--- config.mk ---
export PLATFORM = sky130hd
export DESIGN_NAME = eth_rx_block_sync
export DESIGN_NICKNAME = d
export VERILOG_FILES = /design/src/rtl/eth_pcs_pkg.sv /design/src/rtl/eth_rx_descrambler.sv /design/src/rtl/eth_rx_block_sync.sv
export SDC_FILE = /design/constraint.sdc
export NUM_CORES = 1
export LEC_CHECK = 0
export ABC_CLOCK_PERIOD_IN_PS = 2700
export BUFFER_PORTS_ARGS = -buffer_cell sky130_fd_sc_hd__buf_2
export CAP_MARGIN = 20
export CORE_MARGIN = 2
export CORE_UTILIZATION = 35
export DETAILED_ROUTE_END_ITERATION = 10
export GPL_ROUTABILITY_DRIVEN = 0
export GPL_TIMING_DRIVEN = 1
export PLACE_DENSITY_LB_ADDON = 0.05
export SYNTH_ARGS = -nofsm -noshare
export SYNTH_HDL_FRONTEND = slang
export SYNTH_HIERARCHICAL = 1
export SYNTH_SLANG_ARGS = --single-unit
--- constraint.sdc ---
create_clock -name i_clk -period 2.7 [get_ports i_clk]
set_input_delay 0 -clock i_clk [delete_from_list [all_inputs] [get_ports i_clk]]
set_output_delay 0 -clock i_clk [all_outputs]
set_load 0.01 [all_outputs]
--- src/rtl/eth_pcs_pkg.sv ---
// Shared 64b/66b PCS definitions: sync header codes, block-lock states and the
// x^58+x^39+1 descramble step used by the RX path and by bench scrambler models.
package eth_pcs_pkg;

  localparam logic [1:0] SH_DATA = 2'b01;
  localparam logic [1:0] SH_CTRL = 2'b10;
  localparam int         SCR_W   = 58;

  typedef enum logic [2:0] {
    ST_LOCK_INIT = 3'd0,
    ST_RESET_CNT = 3'd1,
    ST_TEST_SH   = 3'd2,
    ST_SLIP      = 3'd3,
    ST_SLIP_WAIT = 3'd4
  } block_lock_state_t;

  typedef struct packed {
    logic [31:0]      data;
    logic [SCR_W-1:0] state;
  } descr_t;

  function automatic logic is_valid_sh(input logic [1:0] sh);
    return (sh == SH_DATA) || (sh == SH_CTRL);
  endfunction

  // Bit 0 is the oldest bit on the wire; the state shifts in scrambled bits.
  function automatic descr_t descramble(input logic [31:0] din, input logic [SCR_W-1:0] sin);
    descr_t           res;
    logic [SCR_W-1:0] s;
    s        = sin;
    res.data = 32'h0000_0000;
    for (int i = 0; i < 32; i++) begin
      res.data[i] = din[i] ^ s[38] ^ s[57];
      s           = {s[SCR_W-2:0], din[i]};
    end
    res.state = s;
    return res;
  endfunction

endpackage

--- src/rtl/eth_rx_descrambler.sv ---
// Self-synchronising 32-bit descrambler; state advances only on valid beats so
// gearbox pause beats leave the polynomial state untouched.
module eth_rx_descrambler
  import eth_pcs_pkg::*;
(
  input  logic        i_clk,
  input  logic        i_rst_n,
  input  logic [31:0] i_data,
  input  logic        i_data_valid,
  output logic [31:0] o_data
);

  logic [SCR_W-1:0] state_q;
  logic [SCR_W-1:0] state_d;
  descr_t           step_s;

  always_comb begin
    step_s = descramble(i_data, state_q);
    if (i_data_valid) begin
      state_d = step_s.state;
    end else begin
      state_d = state_q;
    end
  end

  always_ff @(posedge i_clk or negedge i_rst_n) begin
    if (!i_rst_n) begin
      state_q <= {SCR_W{1'b0}};
    end else begin
      state_q <= state_d;
    end
  end

  assign o_data = step_s.data;

endmodule

--- src/rtl/eth_rx_block_sync.sv ---
// 64b/66b RX block lock with bitslip hunting, payload descrambling and a single
// registered output stage that forwards beats only while locked.
module eth_rx_block_sync
  import eth_pcs_pkg::*;
#(
  parameter int DATAPATH_WIDTH = 32,
  parameter int SH_WINDOW      = 64,
  parameter int SH_INVALID_MAX = 16,
  parameter int SLIP_WAIT      = 32
) (
  input  logic                      i_clk,
  input  logic                      i_rst_n,
  input  logic [DATAPATH_WIDTH-1:0] i_data,
  input  logic                      i_data_valid,
  input  logic [1:0]                i_header,
  input  logic                      i_header_valid,
  output logic                      o_bitslip,
  output logic                      o_block_lock,
  output logic [DATAPATH_WIDTH-1:0] o_data,
  output logic                      o_data_valid,
  output logic [1:0]                o_header,
  output logic                      o_header_valid,
  output logic [15:0]               o_sh_err_cnt
);

  if (DATAPATH_WIDTH != 32) begin : g_bad_width
    $error("eth_rx_block_sync supports DATAPATH_WIDTH=32 only");
  end

  localparam int SH_CNT_W = $clog2(SH_WINDOW + 1);
  localparam int INV_W    = $clog2(SH_INVALID_MAX + 1);
  localparam int WAIT_W   = $clog2(SLIP_WAIT + 1);

  block_lock_state_t   state_q, state_d;
  logic [SH_CNT_W-1:0] sh_cnt_q, sh_cnt_d, sh_cnt_inc_s;
  logic [INV_W-1:0]    invld_q, invld_d, invld_inc_s;
  logic [WAIT_W-1:0]   wait_q, wait_d;
  logic                lock_q, lock_d;
  logic                bitslip_q, bitslip_d;
  logic [15:0]         err_q, err_d;
  logic [31:0]         data_q, data_d, descr_s;
  logic                dv_q, dv_d;
  logic [1:0]          hdr_q, hdr_d;
  logic                hv_q, hv_d;
  logic                eval_s, sh_bad_s, inv_full_s, win_full_s;

  eth_rx_descrambler u_descr (
    .i_clk        (i_clk),
    .i_rst_n      (i_rst_n),
    .i_data       (i_data),
    .i_data_valid (i_data_valid),
    .o_data       (descr_s)
  );

  assign eval_s       = i_data_valid && i_header_valid;
  assign sh_bad_s     = !is_valid_sh(i_header);
  assign sh_cnt_inc_s = sh_cnt_q + SH_CNT_W'(1);
  assign invld_inc_s  = invld_q + {{(INV_W-1){1'b0}}, sh_bad_s};
  assign inv_full_s   = (invld_inc_s == INV_W'(SH_INVALID_MAX));
  assign win_full_s   = (sh_cnt_inc_s == SH_CNT_W'(SH_WINDOW));

  // Lock FSM next state; a lost lock takes priority over a completed window.
  always_comb begin
    state_d = state_q;
    case (state_q)
      ST_LOCK_INIT: state_d = ST_RESET_CNT;
      ST_RESET_CNT: state_d = ST_TEST_SH;
      ST_TEST_SH: begin
        if (!eval_s) begin
          state_d = ST_TEST_SH;
        end else if (!lock_q && sh_bad_s) begin
          state_d = ST_SLIP;
        end else if (lock_q && inv_full_s) begin
          state_d = ST_SLIP;
        end else if (win_full_s) begin
          state_d = ST_RESET_CNT;
        end else begin
          state_d = ST_TEST_SH;
        end
      end
      ST_SLIP: state_d = ST_SLIP_WAIT;
      ST_SLIP_WAIT: begin
        if (wait_q == WAIT_W'(0)) begin
          state_d = ST_RESET_CNT;
        end else begin
          state_d = ST_SLIP_WAIT;
        end
      end
      default: state_d = ST_LOCK_INIT;
    endcase
  end

  always_comb begin
    sh_cnt_d  = sh_cnt_q;
    invld_d   = invld_q;
    wait_d    = wait_q;
    lock_d    = lock_q;
    bitslip_d = 1'b0;
    err_d     = err_q;
    case (state_q)
      ST_LOCK_INIT: begin
        lock_d   = 1'b0;
        sh_cnt_d = SH_CNT_W'(0);
        invld_d  = INV_W'(0);
      end
      ST_RESET_CNT: begin
        sh_cnt_d = SH_CNT_W'(0);
        invld_d  = INV_W'(0);
      end
      ST_TEST_SH: begin
        if (eval_s) begin
          sh_cnt_d = sh_cnt_inc_s;
          invld_d  = invld_inc_s;
          if (lock_q && sh_bad_s && (err_q != 16'hFFFF)) begin
            err_d = err_q + 16'd1;
          end else begin
            err_d = err_q;
          end
          if (lock_q && inv_full_s) begin
            lock_d = 1'b0;
          end else if (win_full_s && (invld_inc_s == INV_W'(0))) begin
            lock_d = 1'b1;
          end else begin
            lock_d = lock_q;
          end
        end else begin
          sh_cnt_d = sh_cnt_q;
        end
      end
      ST_SLIP: begin
        bitslip_d = 1'b1;
        wait_d    = WAIT_W'(SLIP_WAIT);
      end
      ST_SLIP_WAIT: begin
        if (wait_q != WAIT_W'(0)) begin
          wait_d = wait_q - WAIT_W'(1);
        end else begin
          wait_d = wait_q;
        end
      end
      default: begin
        lock_d = 1'b0;
      end
    endcase
  end

  // Output stage qualifies on the lock value held before this cycle's update.
  always_comb begin
    dv_d = i_data_valid && lock_q;
    hv_d = i_data_valid && i_header_valid && lock_q;
    if (dv_d) begin
      data_d = descr_s;
    end else begin
      data_d = data_q;
    end
    if (hv_d) begin
      hdr_d = i_header;
    end else begin
      hdr_d = hdr_q;
    end
  end

  always_ff @(posedge i_clk or negedge i_rst_n) begin
    if (!i_rst_n) begin
      state_q   <= ST_LOCK_INIT;
      sh_cnt_q  <= SH_CNT_W'(0);
      invld_q   <= INV_W'(0);
      wait_q    <= WAIT_W'(0);
      lock_q    <= 1'b0;
      bitslip_q <= 1'b0;
      err_q     <= 16'h0000;
      data_q    <= 32'h0000_0000;
      dv_q      <= 1'b0;
      hdr_q     <= 2'b00;
      hv_q      <= 1'b0;
    end else begin
      state_q   <= state_d;
      sh_cnt_q  <= sh_cnt_d;
      invld_q   <= invld_d;
      wait_q    <= wait_d;
      lock_q    <= lock_d;
      bitslip_q <= bitslip_d;
      err_q     <= err_d;
      data_q    <= data_d;
      dv_q      <= dv_d;
      hdr_q     <= hdr_d;
      hv_q      <= hv_d;
    end
  end

  assign o_bitslip      = bitslip_q;
  assign o_block_lock   = lock_q;
  assign o_data         = data_q;
  assign o_data_valid   = dv_q;
  assign o_header       = hdr_q;
  assign o_header_valid = hv_q;
  assign o_sh_err_cnt   = err_q;

endmodule

==> impl_metrics.yaml, run 1 <==
logic_synthesis:
  syn_avg_cell_area_um2: 14.5
  syn_inst: 443
  synth-seq-cells: 133
  synth_fp_nets: 486
  post_synth_instance_area_mm2: 0.00641
  yosysWarnings: 6
  post_synth_edffs: 0
  postSynth.asyncResetShare: 1.00
  ys.flop_type: "sky130_fd_sc_hd__dfrtp_1"
  synth_cell_types: 50
  synth.yosys.seq_area_share: 0.519
floorplanning:
  placeableCoreArea_mm2: 0.0180
  placementRows: 49
  ioPinCount: 92
  chipHeight_um: 139
  die-width_um: 139
  floorplan.initialDensity: 0.357
  die-area_mm2: 0.0194
cells_and_area:
  drive_gt1_frac: 0.390
  area.sequential_mm2: 0.00333
  n_fill_cell: 1657
  multi_input_comb_area_mm2: 0.00296
  layout.cells.most_common_list: "133 x sky130_fd_sc_hd__dfrtp_1, 90 x sky130_fd_sc_hd__buf_2, 72 x sky130_fd_sc_hd__mux2_2, 37 x sky130_fd_sc_hd__dlygate4sd3_1, 32 x sky130_fd_sc_hd__xor3_1"
  mostFrequentLayoutCell: "sky130_fd_sc_hd__dfrtp_1"
  area_growth_syn_to_layout_pct: 26.2
  post_layout_nets: 624
worst_setup_path:
  critPathCapture: "state_q[0]$_DFF_PN0_"
  cp_max_fo: 4
  worstPathCellList: "dlygate4sd3_1 > buf_2 > xnor2_1 > ha_1 > ha_1 > or4_1 > o21ai_0 > a41oi_1 > o21ai_0 > a22o_1"
  cp-start-kind: "input pin"
  rr_worst_depth: 7
  worst-setup-path-type: "input pin to flop"
  endpoint_kind: "flop"
  number_of_buffer_and_inverter_stages_on_the_critical_path: 2
  regToRegStartpoint: "invld_q[0]$_DFFE_PN0P_"
  timing.reg2reg.setup_slack_ns: 0.58
  worst_setup_path_startpoint: "i_header[1]"
  path_depth: 10
  critical_path.reg2reg.endpoint: "state_q[0]$_DFF_PN0_"
  crit_required_ns: 3.05
  critical_path.max_stage_delay_ns: 0.53
  critPathSlowestCell: "sky130_fd_sc_hd__dlygate4sd3_1"
  critical_path.top_delay_family: "buffers and inverters"
  signal_arrival_time_at_the_worst_endpoint_ns: 2.68
grt:
  total_global_routing_overflow: 0
  grt_antenna_before_repair: 1
  track_usage: 0.137
  grt_first_pass_wirelength_um: 21000
  grt_start_max_net_pins: 77
  first_global_vias: 3962
timing:
  final.setup.tns_ns: 0
  report.final.slew_viol_count: 0
  period_minus_slack_ns: 2.33
  timing_hold_violations_final: 0
  max-slew-margin-rel: 0.386
  rsz0062_at_grt: "no"
  fin_skew_ns: 0.00573
  max_clock_freq_mhz: 430
  ratio_of_final_minimum_period_to_clock_period: 0.862
  final-setup-viol-count: 0
  max_slew.worst_pin.slew_ns: 0.921
routing:
  routed_via_density: 4.78
  met3RoutedLength_um: 554
  drt-met1-wl_um: 6110
  met2_length_um: 5940
  num_vias: 3933
  route.antenna.remaining_nets: 0
  drc_errors: 0
  detail_route.iter0.violations: 166
  drt_first_pass_iters: 4
  detail_route.wirelength_um: 12700
  drt-wirelength-per-cell_um: 15.5
  route.top_layer_used: "met4"
clocking:
  postCtsSetupBuffers: 0
  cts_buffers: 17
  worst_setup_hold_path_clk_slew_ns: 0.06
  clockRootBuffer: "sky130_fd_sc_hd__clkbuf_16"
  clock_insertion_delay_worst_skew_ns: 0.41
  clock_sinks: 133
  cts_tree: "done"
  cts_max_path_buffers: 2
  htree_levels: 4
  post_cts.resized_instances: 0
placed_design:
  dp.final_hpwl_um: 8630
  port-buffer-count: 91
pwr:
  design_power_total_mw: 5.61
  ir_worst_vdd_mv: 0.457
  p_per_area_mw_per_mm2: 693
  cellLeakagePower_nw: 4.07
run:
  maxCapViolCount: 0
worst_hold_path:
  startpoint_of_the_worst_hold_path: "i_data_valid"
  min_path_type: "input pin to flop"
run_status:
  run_status: "finished clean"
[per-layer routing]
layer,GRT usage,up-vias
li1,-,1882
met1,0.188,1957
met2,0.209,82
met3,0.0430,12
met4,0.0447,0
met5,0,-
[layout make-up]
| type | count | share of cell area |
|---|---|---|
| diodes | 1 | 0.000309 |
| repair buffers | 134 | 0.108 |
| multi-input cells | 289 | 0.366 |
| clock inverters | 9 | 0.0155 |
| inverters | 6 | 0.00278 |
| well taps | 229 | 0.0354 |
| flip-flops and latches | 133 | 0.411 |
| clock buffers | 22 | 0.0599 |
[power breakdown]
| group | switching, mW | internal, mW | leakage [nW] |
|---|---|---|---|
| Combinational | 0.349 | 0.545 | 2.06 |
| Sequential | 0.163 | 2.17 | 1.71 |
| Clock | 0.845 | 1.54 | 0.298 |
[timing repair]
action	in CTS	in global routing
hold endpoints to repair	118	0
hold buffers	37	0
endpoints found under the setup margin	0	0
[synth_stat cells, drive strengths merged (4+ instances only)]
library cell,instances,share of area
mux2,93,0.18
o21ai,24,0.019
nand3,12,0.0094
clkbuf,4,0.0023
nor3,4,0.0039
and2,4,0.0039
ha,5,0.0098
nand2,23,0.013
nor2,19,0.011
dfrtp,133,0.52
and3,5,0.0049
nand4,7,0.0088
xnor2,12,0.016
buf,11,0.012
xor2,8,0.011
xor3,32,0.12
nand2b,5,0.0049
inv,6,0.0035
and4,5,0.0074
[sequential cells by signal, summed over array words and instances (netlist names), 2 cells and up]
name             count
sh_cnt_q             7
o_header             2
u_descr/state_q     58
invld_q              5
state_q              3
o_sh_err_cnt        16
o_data              32
wait_q               6
[kinds of logic (layout without fill, tap and decap cells)]
group	count (synthesis)	after routing	synth area share
simple gates	94	94	0.0832
other cells	0	1	0
mux	94	94	0.177
xor+xnor	52	52	0.146
buf+inv	21	171	0.0184
fa+ha+maj	5	5	0.00976
flops	133	133	0.519
compound gates	44	44	0.0459
[worst register-to-register path, cell delays in order, from the launching register on]
cell and delay [ns]:
sky130_fd_sc_hd__dfrtp_1 0.40, sky130_fd_sc_hd__ha_1 0.25, sky130_fd_sc_hd__ha_1 0.31, sky130_fd_sc_hd__or4_1 0.53, sky130_fd_sc_hd__o21ai_0 0.16, sky130_fd_sc_hd__a41oi_1 0.08, sky130_fd_sc_hd__o21ai_0 0.20, sky130_fd_sc_hd__a22o_1 0.14
[through the flow]
step	area, um^2	cells	hold slack (ns)	setup WS (ns)	utilization
5_1_grt	8090	823	0.117	0.166	0.450
4_1_cts	8090	822	0.0829	0.394	0.450
6_report	8090	823	0.0985	0.372	0.450
3_3_place_gp	7110	754	0.0930	0.553	0.396
3_5_place_dp	7110	754	0.0948	0.489	0.396
2_1_floorplan	6410	443	-0.296	0.702	-
[worst min-delay path by stage]
stage                                       to  cells after the start
6_report               o_header[1]$_DFFE_PN0P_                      3
5_1_grt                o_header[0]$_DFFE_PN0P_                      3
4_1_cts                o_header[1]$_DFFE_PN0P_                      3
3_5_place_dp   u_descr/state_q[17]$_DFFE_PN0P_                      1
3_3_place_gp   u_descr/state_q[17]$_DFFE_PN0P_                      1
2_1_floorplan           invld_q[0]$_DFFE_PN0P_                      0
Power figures use the tool's default switching activity.
==> run 2: changes to the inputs <==
SYNTH_HIERARCHICAL = unset   (was 1)
==> impl_metrics.yaml, run 2 <==
run_status:
  run_status: "finished clean"
timing:
  final-setup-viol-count: 0
  report.final.slew_viol_count: 0
  holdWs_ns: 0.104
  max_clock_freq_mhz: 429
  period_minus_slack_ns: 2.33
  max-slew-margin-rel: 0.470
  timing_hold_violations_final: 0
  rsz0062_at_grt: "no"
  ratio_of_final_minimum_period_to_clock_period: 0.864
  fin_skew_ns: 0.00937
  final.setup.tns_ns: 0
  max_slew.worst_pin.slew_ns: 0.794
  final_critical_path_setup_slack_ns: 0.366
clocking:
  cts_max_path_buffers: 2
  postCtsSetupBuffers: 0
  clock_sinks: 133
  clock_insertion_delay_worst_skew_ns: 0.41
  clockRootBuffer: "sky130_fd_sc_hd__clkbuf_16"
  cts_tree: "done"
  cts_buffers: 17
  worst_setup_hold_path_clk_slew_ns: 0.05
  htree_levels: 4
cells_and_area:
  mostFrequentLayoutCell: "sky130_fd_sc_hd__dfrtp_1"
  layout.cells.most_common_list: "133 x sky130_fd_sc_hd__dfrtp_1, 90 x sky130_fd_sc_hd__buf_2, 62 x sky130_fd_sc_hd__mux2_2, 59 x sky130_fd_sc_hd__nand2_1, 46 x sky130_fd_sc_hd__o21ai_0"
  drive_gt1_frac: 0.294
  post_layout_nets: 687
  regMostFlops: "u_descr.state_q"
  num_antenna_cells: 0
  largest_register_ff_count: 58
  area_growth_syn_to_layout_pct: 28.1
floorplanning:
  die-area_mm2: 0.0181
  floorplan.initialDensity: 0.359
  ioPinCount: 92
  die-width_um: 135
  placementRows: 47
  placeableCoreArea_mm2: 0.0166
  chipHeight_um: 135
worst_hold_path:
  min_path_type: "input pin to flop"
logic_synthesis:
  most_instantiated_library_cell_after_synthesis: "sky130_fd_sc_hd__dfrtp_1"
  ys.flop_type: "sky130_fd_sc_hd__dfrtp_1"
  synth_fp_nets: 553
  synth_cell_types: 44
  synth-seq-cells: 133
  postSynth.asyncResetShare: 1.00
  yosysWarnings: 0
  synthTopCellsByArea: "sky130_fd_sc_hd__dfrtp_1 56%, sky130_fd_sc_hd__mux2_2 12%, sky130_fd_sc_hd__xnor2_1 6.3%, sky130_fd_sc_hd__xor2_1 6.2%, sky130_fd_sc_hd__o21ai_0 3.9%"
  synth.yosys.seq_area_share: 0.557
  post_synth_edffs: 0
  synth_common_cells: "133 x sky130_fd_sc_hd__dfrtp_1, 62 x sky130_fd_sc_hd__mux2_2, 60 x sky130_fd_sc_hd__nand2_1"
  synth_largest_area_cell: "sky130_fd_sc_hd__dfrtp_1"
  syn_avg_cell_area_um2: 11.7
  syn_inst: 510
  post_synth_instance_area_mm2: 0.00597
  yosysTopAreaCellShare: 0.557
grt:
  grt_antenna_before_repair: 0
  track_usage: 0.145
  grt_start_max_net_pins: 75
  first_global_vias: 4058
  grt_first_pass_wirelength_um: 20700
  total_global_routing_overflow: 0
run:
  maxCapViolCount: 0
routing:
  routed_via_density: 4.68
  drc_errors: 0
  route.antenna.remaining_nets: 0
  num_vias: 4088
  drt-wirelength-per-cell_um: 14.3
  drt_first_pass_iters: 4
  detail_route.iter0.violations: 146
  detail_route.wirelength_um: 12500
placed_design:
  dp.final_hpwl_um: 8610
  minimum_setup_slack_after_placement_ns: 0.370
  port-buffer-count: 91
worst_setup_path:
  cp-start-kind: "input pin"
  cp_max_fo: 4
  crit_required_ns: 3.03
  signal_arrival_time_at_the_worst_endpoint_ns: 2.66
  endpoint_kind: "flop"
  worst-setup-path-type: "input pin to flop"
pwr:
  p_per_area_mw_per_mm2: 855
  ir_worst_vdd_mv: 0.477
  cellLeakagePower_nw: 3.55
[run 2: final timing paths]
kind,startpoint,end,slack [ns],cells after the start
max in group asynchronous,i_rst_n,wait_q[5]$_DFFE_PN0P_,1.77,3
setup reg to reg,invld_q[0]$_DFFE_PN0P_,o_block_lock$_DFFE_PN0P_,0.59,7
hold reg to reg,o_data[0]$_DFFE_PN0P_,o_data[0]$_DFFE_PN0P_,0.47,2
min in group asynchronous,i_rst_n,o_sh_err_cnt[13]$_DFFE_PN0P_,0.18,2
hold / removal,i_header_valid,o_header[1]$_DFFE_PN0P_,0.10,3
setup / recovery,i_header[1],o_block_lock$_DFFE_PN0P_,0.37,11
[run 2: what timing repair did]
item	CTS	global route
endpoints found under the hold margin	127	0
setup endpoints to repair	0	1
gates resized for setup	0	1
hold buffers	37	0
[run 2: cell type report]
cell class	instances	area [um^2]
clock buffer	23	478
clock inverter	5	100
fill	1577	8990
inverter	7	26.3
multi-input combinational	351	2560
sequential	133	3330
tap	220	275
timing repair buffer	134	890
[run 2: cells by family after synthesis]
| kind of cell | Yosys count | share of synthesized area |
|---|---|---|
| flip-flops | 133 | 0.557 |
| buffers and inverters | 26 | 0.0165 |
| adder cells (fa/ha/maj) | 5 | 0.0105 |
| AO/OA/AOI/OAI | 74 | 0.0718 |
| AND/OR/NAND/NOR | 124 | 0.101 |
| multiplexers | 63 | 0.119 |
| XOR/XNOR | 85 | 0.125 |
[run 2: metal layers]
layer | up-vias | routed length, um | share of wire | track usage
li1 | 2021 | - | - | -
met1 | 1982 | 6210 | 0.50 | 0.202
met5 | - | 0 | 0 | 0
met4 | 0 | 146 | 0.012 | 0.0409
met2 | 71 | 5640 | 0.45 | 0.218
met3 | 14 | 517 | 0.041 | 0.0454
[run 2: where the power goes]
group / total (mW) / leakage [nW] / switching [mW] / internal, mW
combinational: 1.49 / 1.60 / 0.771 / 0.716
clock: 2.29 / 0.285 / 0.791 / 1.50
sequential: 2.76 / 1.66 / 0.335 / 2.43
total: 6.54 / 3.55 / 1.90 / 4.65
[run 2: critical path, cell delays in order]
cell and delay, ns:
sky130_fd_sc_hd__dlygate4sd3_1 0.53, sky130_fd_sc_hd__buf_2 0.14, sky130_fd_sc_hd__xor2_2 0.25, sky130_fd_sc_hd__inv_1 0.10
sky130_fd_sc_hd__ha_1 0.21, sky130_fd_sc_hd__ha_1 0.23, sky130_fd_sc_hd__xor2_1 0.17, sky130_fd_sc_hd__nor3_1 0.27
sky130_fd_sc_hd__nand2_1 0.09, sky130_fd_sc_hd__or4_1 0.52, sky130_fd_sc_hd__o21ai_0 0.15
[run 2: through the flow]
step	area, um^2	utilization	cells	power (mW)
floorplan	5970	-	510	3.67
global placement	6700	0.403	808	4.24
detailed placement	6700	0.403	808	4.28
CTS	7650	0.460	873	6.66
global route	7650	0.460	873	6.96
finish	7650	0.460	873	6.54
